==> config.mk <==
export PLATFORM = sky130hd
export DESIGN_NAME = cpu_axi_arbiter_flat
export DESIGN_NICKNAME = d
export VERILOG_FILES = /design/src/rtl/cpu_axi_arbiter_pkg.sv /design/src/rtl/cpu_axi_arbiter_if.sv /design/src/rtl/cpu_axi_arbiter.sv /design/src/flat_wrapper.sv
export SDC_FILE = /design/constraint.sdc
export NUM_CORES = 1
export LEC_CHECK = 0
export BUFFER_PORTS_ARGS = -buffer_cell sky130_fd_sc_hd__buf_2
export CORE_AREA = 2 2 142 144
export CTS_BUF_LIST = sky130_fd_sc_hd__clkbuf_4
export DETAILED_ROUTE_END_ITERATION = 7
export DIE_AREA = 0 0 144 146
export PLACE_DENSITY_LB_ADDON = 0.15
export SKIP_CTS_REPAIR_TIMING = 1
export SLEW_MARGIN = 20
export SYNTH_ARGS = -nofsm -noshare
export SYNTH_HDL_FRONTEND = slang
export SYNTH_SLANG_ARGS = --single-unit
==> constraint.sdc <==
create_clock -name clk -period 2 [get_ports clk]
set_clock_uncertainty 0.05 [all_clocks]
set_input_delay 0.5 -clock clk [delete_from_list [all_inputs] [get_ports clk]]
set_output_delay 0.5 -clock clk [all_outputs]
set_load 0.005 [all_outputs]
==> src/rtl/cpu_axi_arbiter_pkg.sv <==
// rtl/cpu_axi_arbiter_pkg.sv - shared types, ID tags and strobe helper for the CPU/AXI arbiter
package cpu_axi_arbiter_pkg;

    localparam logic [3:0] ID_INST = 4'd0;
    localparam logic [3:0] ID_DATA = 4'd1;

    typedef enum logic [1:0] {
        R_IDLE = 2'd0,
        R_AR   = 2'd1,
        R_R    = 2'd2
    } r_state_e;

    typedef enum logic [1:0] {
        W_IDLE = 2'd0,
        W_AW   = 2'd1,
        W_B    = 2'd2
    } w_state_e;

    // Byte lanes for an SRAM-like store; wdata itself stays unshifted.
    function automatic logic [3:0] wstrb_gen(input logic [1:0] size, input logic [1:0] offset);
        case (size)
            2'd0:    return 4'b0001 << offset;
            2'd1:    return 4'b0011 << offset;
            default: return 4'b1111;
        endcase
    endfunction

endpackage

==> src/rtl/cpu_axi_arbiter_if.sv <==
// rtl/cpu_axi_arbiter_if.sv - AXI3 AR/R/AW/W/B channel bundle used by the arbiter
interface cpu_axi_arbiter_if;
    logic [3:0]  arid;
    logic [31:0] araddr;
    logic [2:0]  arsize;
    logic        arvalid;
    logic        arready;
    logic [3:0]  rid;
    logic [31:0] rdata;
    logic        rvalid;
    logic        rready;
    logic [31:0] awaddr;
    logic [2:0]  awsize;
    logic        awvalid;
    logic        awready;
    logic [31:0] wdata;
    logic [3:0]  wstrb;
    logic        wvalid;
    logic        wready;
    logic        bvalid;
    logic        bready;

    modport master (
        output arid, araddr, arsize, arvalid, rready,
        output awaddr, awsize, awvalid, wdata, wstrb, wvalid, bready,
        input  arready, rid, rdata, rvalid, awready, wready, bvalid
    );

    modport slave (
        input  arid, araddr, arsize, arvalid, rready,
        input  awaddr, awsize, awvalid, wdata, wstrb, wvalid, bready,
        output arready, rid, rdata, rvalid, awready, wready, bvalid
    );
endinterface

==> src/rtl/cpu_axi_arbiter.sv <==
// rtl/cpu_axi_arbiter.sv - merges inst fetch and data SRAM-like ports onto one AXI3 master
module cpu_axi_arbiter
    import cpu_axi_arbiter_pkg::*;
(
    input  logic        clk,
    input  logic        reset,
    input  logic        inst_req,
    input  logic        inst_wr,
    input  logic [1:0]  inst_size,
    input  logic [31:0] inst_addr,
    input  logic [31:0] inst_wdata,
    output logic        inst_addrok,
    output logic        inst_dataok,
    output logic [31:0] inst_rdata,
    input  logic        data_req,
    input  logic        data_wr,
    input  logic [1:0]  data_size,
    input  logic [31:0] data_addr,
    input  logic [31:0] data_wdata,
    output logic        data_addrok,
    output logic        data_dataok,
    output logic [31:0] data_rdata,
    output logic        wr_pending,
    cpu_axi_arbiter_if.master axi
);

    r_state_e    r_state_q, r_state_d;
    logic [3:0]  ar_id_q, ar_id_d;
    logic [31:0] ar_addr_q, ar_addr_d;
    logic [2:0]  ar_size_q, ar_size_d;
    logic        arvalid_q, arvalid_d;
    logic        rready_q, rready_d;

    w_state_e    w_state_q, w_state_d;
    logic [31:0] aw_addr_q, aw_addr_d;
    logic [2:0]  aw_size_q, aw_size_d;
    logic [31:0] w_data_q, w_data_d;
    logic [3:0]  w_strb_q, w_strb_d;
    logic        awvalid_q, awvalid_d;
    logic        wvalid_q, wvalid_d;
    logic        bready_q, bready_d;

    logic data_rd_acc, inst_rd_acc, data_wr_acc, data_rd_busy;
    logic r_fire, b_fire, rid_is_data, aw_done, w_done;
    logic unused_inst_inputs;

    assign unused_inst_inputs = ^{inst_wr, inst_wdata};

    // Loads wait for an idle write FSM so a load never overtakes a store.
    assign data_rd_acc  = !reset && (r_state_q == R_IDLE) && data_req && !data_wr && (w_state_q == W_IDLE);
    assign inst_rd_acc  = !reset && (r_state_q == R_IDLE) && inst_req && !data_rd_acc;
    assign data_rd_busy = (r_state_q != R_IDLE) && (ar_id_q == ID_DATA);
    assign data_wr_acc  = !reset && (w_state_q == W_IDLE) && data_req && data_wr && !data_rd_busy;
    assign r_fire       = !reset && (r_state_q == R_R) && axi.rvalid;
    assign b_fire       = !reset && (w_state_q == W_B) && axi.bvalid;
    assign rid_is_data  = (axi.rid == ID_DATA);

    always_comb begin
        r_state_d = r_state_q;
        ar_id_d   = ar_id_q;
        ar_addr_d = ar_addr_q;
        ar_size_d = ar_size_q;
        arvalid_d = arvalid_q;
        rready_d  = rready_q;
        case (r_state_q)
            R_IDLE: begin
                if (data_rd_acc) begin
                    ar_id_d   = ID_DATA;
                    ar_addr_d = data_addr;
                    ar_size_d = {1'b0, data_size};
                    arvalid_d = 1'b1;
                    r_state_d = R_AR;
                end else if (inst_rd_acc) begin
                    ar_id_d   = ID_INST;
                    ar_addr_d = inst_addr;
                    ar_size_d = {1'b0, inst_size};
                    arvalid_d = 1'b1;
                    r_state_d = R_AR;
                end
            end
            R_AR: begin
                if (axi.arready) begin
                    arvalid_d = 1'b0;
                    rready_d  = 1'b1;
                    r_state_d = R_R;
                end
            end
            R_R: begin
                if (axi.rvalid) begin
                    rready_d  = 1'b0;
                    r_state_d = R_IDLE;
                end
            end
            default: begin
                arvalid_d = 1'b0;
                rready_d  = 1'b0;
                r_state_d = R_IDLE;
            end
        endcase
    end

    always_comb begin
        w_state_d = w_state_q;
        aw_addr_d = aw_addr_q;
        aw_size_d = aw_size_q;
        w_data_d  = w_data_q;
        w_strb_d  = w_strb_q;
        awvalid_d = awvalid_q;
        wvalid_d  = wvalid_q;
        bready_d  = bready_q;
        aw_done   = !awvalid_q || axi.awready;
        w_done    = !wvalid_q || axi.wready;
        case (w_state_q)
            W_IDLE: begin
                if (data_wr_acc) begin
                    aw_addr_d = data_addr;
                    aw_size_d = {1'b0, data_size};
                    w_data_d  = data_wdata;
                    w_strb_d  = wstrb_gen(data_size, data_addr[1:0]);
                    awvalid_d = 1'b1;
                    wvalid_d  = 1'b1;
                    w_state_d = W_AW;
                end
            end
            W_AW: begin
                // AW and W complete independently, in either order.
                if (awvalid_q && axi.awready) awvalid_d = 1'b0;
                if (wvalid_q && axi.wready)   wvalid_d  = 1'b0;
                if (aw_done && w_done) begin
                    bready_d  = 1'b1;
                    w_state_d = W_B;
                end
            end
            W_B: begin
                if (axi.bvalid) begin
                    bready_d  = 1'b0;
                    w_state_d = W_IDLE;
                end
            end
            default: begin
                awvalid_d = 1'b0;
                wvalid_d  = 1'b0;
                bready_d  = 1'b0;
                w_state_d = W_IDLE;
            end
        endcase
    end

    always_ff @(posedge clk) begin
        if (reset) begin
            r_state_q <= R_IDLE;
            ar_id_q   <= ID_INST;
            ar_addr_q <= 32'd0;
            ar_size_q <= 3'd0;
            arvalid_q <= 1'b0;
            rready_q  <= 1'b0;
            w_state_q <= W_IDLE;
            aw_addr_q <= 32'd0;
            aw_size_q <= 3'd0;
            w_data_q  <= 32'd0;
            w_strb_q  <= 4'd0;
            awvalid_q <= 1'b0;
            wvalid_q  <= 1'b0;
            bready_q  <= 1'b0;
        end else begin
            r_state_q <= r_state_d;
            ar_id_q   <= ar_id_d;
            ar_addr_q <= ar_addr_d;
            ar_size_q <= ar_size_d;
            arvalid_q <= arvalid_d;
            rready_q  <= rready_d;
            w_state_q <= w_state_d;
            aw_addr_q <= aw_addr_d;
            aw_size_q <= aw_size_d;
            w_data_q  <= w_data_d;
            w_strb_q  <= w_strb_d;
            awvalid_q <= awvalid_d;
            wvalid_q  <= wvalid_d;
            bready_q  <= bready_d;
        end
    end

    always_ff @(posedge clk) begin
        if (r_fire) assert (axi.rid == ID_INST || axi.rid == ID_DATA);
    end

    assign inst_addrok = inst_rd_acc;
    assign data_addrok = data_rd_acc || data_wr_acc;
    assign inst_dataok = r_fire && !rid_is_data;
    assign data_dataok = (r_fire && rid_is_data) || b_fire;
    assign inst_rdata  = axi.rdata;
    assign data_rdata  = axi.rdata;
    assign wr_pending  = (w_state_q != W_IDLE);

    assign axi.arid    = ar_id_q;
    assign axi.araddr  = ar_addr_q;
    assign axi.arsize  = ar_size_q;
    assign axi.arvalid = arvalid_q;
    assign axi.rready  = rready_q;
    assign axi.awaddr  = aw_addr_q;
    assign axi.awsize  = aw_size_q;
    assign axi.awvalid = awvalid_q;
    assign axi.wdata   = w_data_q;
    assign axi.wstrb   = w_strb_q;
    assign axi.wvalid  = wvalid_q;
    assign axi.bready  = bready_q;

endmodule

==> src/flat_wrapper.sv <==
// flat-port wrapper written by rule: the top's interface ports become plain ports
module cpu_axi_arbiter_flat import cpu_axi_arbiter_pkg::*;
  (clk, reset, inst_req, inst_wr, inst_size, inst_addr, inst_wdata, inst_addrok, inst_dataok, inst_rdata, data_req, data_wr, data_size, data_addr, data_wdata, data_addrok, data_dataok, data_rdata, wr_pending, axi_arid, axi_araddr, axi_arsize, axi_arvalid, axi_rready, axi_awaddr, axi_awsize, axi_awvalid, axi_wdata, axi_wstrb, axi_wvalid, axi_bready, axi_arready, axi_rid, axi_rdata, axi_rvalid, axi_awready, axi_wready, axi_bvalid);
  cpu_axi_arbiter_if axi_i ();
  input  logic clk;
  input  logic reset;
  input  logic inst_req;
  input  logic inst_wr;
  input  logic [1:0] inst_size;
  input  logic [31:0] inst_addr;
  input  logic [31:0] inst_wdata;
  output logic inst_addrok;
  output logic inst_dataok;
  output logic [31:0] inst_rdata;
  input  logic data_req;
  input  logic data_wr;
  input  logic [1:0] data_size;
  input  logic [31:0] data_addr;
  input  logic [31:0] data_wdata;
  output logic data_addrok;
  output logic data_dataok;
  output logic [31:0] data_rdata;
  output logic wr_pending;
  output wire logic [$bits(axi_i.arid)-1:0] axi_arid;
  output wire logic [$bits(axi_i.araddr)-1:0] axi_araddr;
  output wire logic [$bits(axi_i.arsize)-1:0] axi_arsize;
  output wire logic [$bits(axi_i.arvalid)-1:0] axi_arvalid;
  output wire logic [$bits(axi_i.rready)-1:0] axi_rready;
  output wire logic [$bits(axi_i.awaddr)-1:0] axi_awaddr;
  output wire logic [$bits(axi_i.awsize)-1:0] axi_awsize;
  output wire logic [$bits(axi_i.awvalid)-1:0] axi_awvalid;
  output wire logic [$bits(axi_i.wdata)-1:0] axi_wdata;
  output wire logic [$bits(axi_i.wstrb)-1:0] axi_wstrb;
  output wire logic [$bits(axi_i.wvalid)-1:0] axi_wvalid;
  output wire logic [$bits(axi_i.bready)-1:0] axi_bready;
  input wire logic [$bits(axi_i.arready)-1:0] axi_arready;
  input wire logic [$bits(axi_i.rid)-1:0] axi_rid;
  input wire logic [$bits(axi_i.rdata)-1:0] axi_rdata;
  input wire logic [$bits(axi_i.rvalid)-1:0] axi_rvalid;
  input wire logic [$bits(axi_i.awready)-1:0] axi_awready;
  input wire logic [$bits(axi_i.wready)-1:0] axi_wready;
  input wire logic [$bits(axi_i.bvalid)-1:0] axi_bvalid;
  assign axi_arid = axi_i.arid;
  assign axi_araddr = axi_i.araddr;
  assign axi_arsize = axi_i.arsize;
  assign axi_arvalid = axi_i.arvalid;
  assign axi_rready = axi_i.rready;
  assign axi_awaddr = axi_i.awaddr;
  assign axi_awsize = axi_i.awsize;
  assign axi_awvalid = axi_i.awvalid;
  assign axi_wdata = axi_i.wdata;
  assign axi_wstrb = axi_i.wstrb;
  assign axi_wvalid = axi_i.wvalid;
  assign axi_bready = axi_i.bready;
  assign axi_i.arready = axi_arready;
  assign axi_i.rid = axi_rid;
  assign axi_i.rdata = axi_rdata;
  assign axi_i.rvalid = axi_rvalid;
  assign axi_i.awready = axi_awready;
  assign axi_i.wready = axi_wready;
  assign axi_i.bvalid = axi_bvalid;
  cpu_axi_arbiter u_core (.clk(clk), .reset(reset), .inst_req(inst_req), .inst_wr(inst_wr), .inst_size(inst_size), .inst_addr(inst_addr), .inst_wdata(inst_wdata), .inst_addrok(inst_addrok), .inst_dataok(inst_dataok), .inst_rdata(inst_rdata), .data_req(data_req), .data_wr(data_wr), .data_size(data_size), .data_addr(data_addr), .data_wdata(data_wdata), .data_addrok(data_addrok), .data_dataok(data_dataok), .data_rdata(data_rdata), .wr_pending(wr_pending), .axi(axi_i));
endmodule
# After elaboration in Yosys (flattened, before gate mapping)
# Cells that the tools add are included.
[totals]
inputBits = 179
output_inout_bits = 184
wordCells = 112
reg_bits = 118
[op_classes]
n_shift = 2
muxes = 31
bitwise = 4
reduce_logical = 46
eq_ne = 15
[ops]
columns = ["op", "n"]
rows = [
  ["32-bit 2-to-1 mux", 2],
  ["3-bit AND reduction", 7],
  ["1-bit logical AND", 20],
  ["1-bit case mux with 3 select lines", 5],
  ["2-bit 2-to-1 mux", 7],
  ["2-bit case mux with 3 select lines", 2],
  ["1-bit 2-to-1 mux", 10],
  ["4-bit by 1-bit equality test with 1-bit output, second input constant", 2],
  ["4-bit 2-to-1 mux", 2],
  ["2-bit by 1-bit inequality test with 1-bit output, second input constant", 4],
  ["4-bit case mux with 2 select lines", 1],
  ["1-bit logical NOT", 7],
  ["2-bit by 1-bit equality test with 1-bit output, second input constant", 3],
  ["2-bit logical NOT", 3],
  ["3-bit 2-to-1 mux", 2],
  ["2-bit inequality test, second input constant", 3],
  ["2-bit nonzero test", 3],
  ["2-bit equality test, second input constant", 2],
  ["1-bit logical OR", 4],
  ["1-bit inverter", 4],
  ["2-bit AND reduction", 2],
  ["1-bit by 2-bit left shift with 4-bit output, first input constant", 1],
  ["2-bit by 2-bit left shift with 4-bit output, first input constant", 1],
  ["3-bit by 2-bit inequality test with 1-bit output, second input constant", 1],
]

# Longest topological paths before layout
[logic_depth]
ltp_word = 10
depth_mapped = 6
mapped_depth_nobuf = 3

# Worst setup path before layout
# No wires, ideal clock.
[synth_path]
path_kind = "input to output"
startpoint = "in data_wr"
endpoint = "out data_addrok"
n_path_buf = 2
arrival_ns = 1.572
stages = 5
slack_ns = -0.122
t_required_ns = 1.450
path_cell_list = "or4b_1 -> or2_1 -> buf_6 -> buf_6 -> o21ai_0"
[synth_between]
elab_chain_cells = 4
elab_cells_between_ends = 6
cone_classes = "reduce/logical: 6"
[synth_rtl]
columns = ["element", "line_no", "text"]
rows = [
  ["start: declaration", "flat_wrapper.sv:16", "input logic data_wr;"],
  ["1-bit logical NOT", "cpu_axi_arbiter.sv:50", "assign data_rd_acc = !reset && (r_state_q == R_IDLE) && data_req && !data_wr && (w_state_q == W_IDLE);"],
  ["1-bit logical AND (2 in a row)", "cpu_axi_arbiter.sv:50", ""],
  ["1-bit logical OR *", "cpu_axi_arbiter.sv:188", "assign data_addrok = data_rd_acc || data_wr_acc;"],
  ["end: declaration", "flat_wrapper.sv:20", "output logic data_addrok;"],
]
# Mark *: on every way between the ends. The rest lies on a longest branch, timed or not.

# Worst setup path after layout
[layout_path]
startpoint = "reg u_core.w_state_q[1]"
endpoint = "out data_addrok"
[layout_between]
elab_chain_cells = 6
elab_cells_between_ends = 7
cone_classes = "reduce/logical: 7"
[layout_rtl]
columns = ["element", "line_no", "text"]
rows = [
  ["start: declaration", "cpu_axi_arbiter.sv:34", "w_state_e w_state_q, w_state_d;"],
  ["start signal: assignment", "cpu_axi_arbiter.sv:172", "w_state_q <= w_state_d;"],
  ["2-bit logical NOT *", "cpu_axi_arbiter.sv:50, cpu_axi_arbiter.sv:53", ""],
  ["1-bit logical AND (4 in a row)", "cpu_axi_arbiter.sv:53", "assign data_wr_acc = !reset && (w_state_q == W_IDLE) && data_req && data_wr && !data_rd_busy;"],
  ["1-bit logical OR *", "cpu_axi_arbiter.sv:188", ""],
]
# Marked as above.

==> impl_metrics.json <==
{
  "outcome": "finished with violations",
  "violations": "setup timing",
  "htree_levels": 4,
  "max_stage_delay_ns": 0.55,
  "area.growth.synth_to_final_pct": 25.4,
  "grt_pass1_vias": 5037,
  "place_ws_ns": -0.376,
  "min_period_ns": 2.38,
  "min_from": "data_wdata[9]",
  "critPathRequiredTime_ns": 1.45,
  "cp-end-kind": "output pin",
  "initial_utilization_pct": 28.0,
  "cts_buffer_depth": 2,
  "synth_top_area_share_pct": 42.2,
  "portBuffers": 228,
  "grt_start_max_net_pins": 52,
  "report.final.slew_viol_count": 0,
  "finalSetupViolCount": 3,
  "worstMarginPinSlew_ns": 0.743,
  "relSlewSlack_pct": 50.4,
  "maxCapViolations": 0,
  "ys_ff_latch": 114,
  "avgRoutedWirePerCell_um": 17.2,
  "holdCritPathClass": "in -> reg",
  "worstSkewPairLatency_ns": 0.52,
  "hpwl_um": 12700,
  "io_pins": 363,
  "crit_fanout": 3,
  "ir_drop_mv": 0.414,
  "ys_types": 38,
  "fp.dieW_um": 144,
  "worst_slack_ns": -0.384,
  "die_area_um2": 21000,
  "hold_depth": 3,
  "switchingPower_w": 0.00158,
  "drt-total-wl_um": 18600,
  "startpoint_type": "flip-flop",
  "synth_edf_count": 0,
  "syn_inst": 649,
  "pwr-share-clk_pct": 33.3,
  "rsz0062_at_grt": "yes",
  "grt_usage_pct": 17.3,
  "syn_area_per_cell_um2": 8.33,
  "nets": 984,
  "cp_cell_sequence": "or4b_4 -> or2_4 -> o21ai_2 -> buf_2",
  "cts_tree": "done",
  "fin_tns_setup_ns": -0.819,
  "arrival_ns": 1.83,
  "cts_inserted_buffers": 17,
  "num-fill-cells": 2086,
  "dieHeight_um": 146,
  "crit_type": "reg -> out",
  "ys_async_sr_fraction_pct": 0,
  "postRouteAntennaNets": 0,
  "fin_hold_ws_ns": 0.158,
  "reg2reg_depth": 4,
  "drc": 0,
  "fp-row-count": 51,
  "antenna_found_initial": 1,
  "dr.pass1.iters": 4,
  "p_seq_share_pct": 48.5,
  "drt_iter0_markers": 242,
  "p_int_w": 0.00355,
  "hold_viol_final": 0,
  "yosysWarnings": 0,
  "core_um2": 19300,
  "cpMaxStageDelayCell": "or4b_4",
  "drive_gt1_share_pct": 41.9,
  "r2r-start": "u_core.w_state_q[1]$_SDFFE_PP0P_",
  "ys.flop_type": "dfxtp_1",
  "synth_area_leaders": "dfxtp_1 (42%), buf_4 (9.6%), a311oi_2 (7.8%), a21oi_1 (7.2%), o21ai_0 (6.8%)",
  "finalCritPeriodShare_pct": 119,
  "gp_congestion": 0.741,
  "syn-cell-area_um2": 5410,
  "gr-total-overflow": 0,
  "power.density_nw_per_um2": 756,
  "vias": 5214,
  "seq_area_frac_synth_pct": 42.2,
  "cts-root-buf": "clkbuf_4",
  "ys_top_cells_by_count": "dfxtp_1 (114), a21oi_1 (78), nand2_1 (75)",
  "leakage_nw": 2.84,
  "viasPerCell": 4.81,
  "yosysTopAreaCell": "dfxtp_1",
  "clkTransAtPathRegs_ns": 0.12,
  "cp-startpoint": "u_core.w_state_q[1]$_SDFFE_PP0P_",
  "pwr-share-comb_pct": 18.2,
  "yosysMostFrequentCell": "dfxtp_1",
  "cts.sinks": 114,
  "fmax_mhz": 419,
  "grt_pass1_wl_um": 28400,
  "p_sw_share_pct": 30.7,
  "power_w": 0.00513
}
## routing by layer
| metal | track usage, % | up-vias | part of all wire (%) |
|---|---|---|---|
| li1 | - | 2551 | - |
| met1 | 23.1 | 2468 | 47 |
| met2 | 26.6 | 165 | 45 |
| met3 | 4.84 | 30 | 6.4 |
| met4 | 5.83 | 0 | 1.6 |
| met5 | 0 | - | 0 |
## state kept, by name (all words and copies together), names as in the netlist
name,count
u_core.axi.araddr,32
u_core.axi.awaddr,32
u_core.axi.wdata,32
u_core.axi.wstrb,4
u_core.axi.arsize,2
u_core.axi.awsize,2
u_core.r_state_q,2
u_core.w_state_q,2
u_core.axi.arid,1
u_core.axi.arvalid,1
u_core.axi.awvalid,1
u_core.axi.bready,1
u_core.axi.rready,1
u_core.axi.wvalid,1
## layout make-up
| class | instances | area [um^2] | share of cell area [%] |
|---|---|---|---|
| Tap cell | 265 | 332 | 4.89 |
| Sequential cell | 114 | 2280 | 33.7 |
| Clock inverter | 14 | 140 | 2.07 |
| Inverter | 4 | 15.0 | 0.221 |
| Timing Repair Buffer | 266 | 1480 | 21.8 |
| Antenna cell | 1 | 2.50 | 0.0369 |
| Multi-Input combinational cell | 402 | 2400 | 35.4 |
| Clock buffer | 17 | 128 | 1.88 |
## power by group through the flow
stage,clock network [W],logic [W],registers [W]
final,0.00171,0.000933,0.00249
after global routing,0.00187,0.00102,0.00251
after CTS,0.00178,0.000936,0.00249
after detailed placement,0,0.000932,0.00254
after global placement,0,0.000931,0.00254
after floorplan,0,0.000553,0.00255
## cells by family (layout without fill, tap and decap cells)
logic type	after synthesis	count (layout)	share of synthesized area (%)
compound gates	196	196	24.3
buf+inv	137	301	15.2
flops	114	114	42.2
other cells	1	6	0.0693
simple gates	201	201	18.3
## worst paths after layout
check	endpoint	slack, ns
worst max register to register	u_core.axi.araddr[28]$_SDFFE_PP0P_	0.07
worst min register to register	u_core.axi.rready$_SDFFE_PP0P_	0.41
worst max-delay path	data_addrok	-0.38
worst min-delay path	u_core.axi.wdata[9]$_SDFFE_PP0P_	0.16
## critical path, delay by kind of cell, from the launching register on
family / cells / cell delay, ns
DFF: 1 / 0.33
AOI/OAI and AO/OA: 1 / 0.05
and+or+nand+nor: 2 / 0.81
buffers and inverters: 1 / 0.13
## layout by cell type (no fill, tap or decap), types with 2 or more instances in the layout
cell	Yosys	final
clkinvlp_4	0	5
buf_12	0	4
nor2_1	3	3
or4b_2	3	2
nand4bb_4	0	2
nand2_1	75	75
inv_6	0	2
buf_4	69	35
buf_2	7	227
nor3_1	35	35
inv_1	4	4
conb_1	1	5
bufinv_16	0	2
nand3_1	66	66
a311oi_2	28	28
a311oi_1	9	9
dfxtp_1	114	112
nand3b_1	3	3
clkinv_2	0	5
clkbuf_4	0	17
a21oi_1	78	78
o21ai_0	74	73
or4b_4	0	2
dfxtp_2	0	2
nor2b_1	3	3
## metrics by stage
stage | cell area (um^2) | instances | util (%)
finish | 6780 | 1083 | 35.1
global route | 6780 | 1083 | 35.1
CTS | 6750 | 1082 | 34.9
detailed placement | 6480 | 1051 | 33.5
global placement | 6480 | 1051 | 33.5
floorplan | 5440 | 653 | -
No activity file was read; power rests on OpenSTA's default activity.
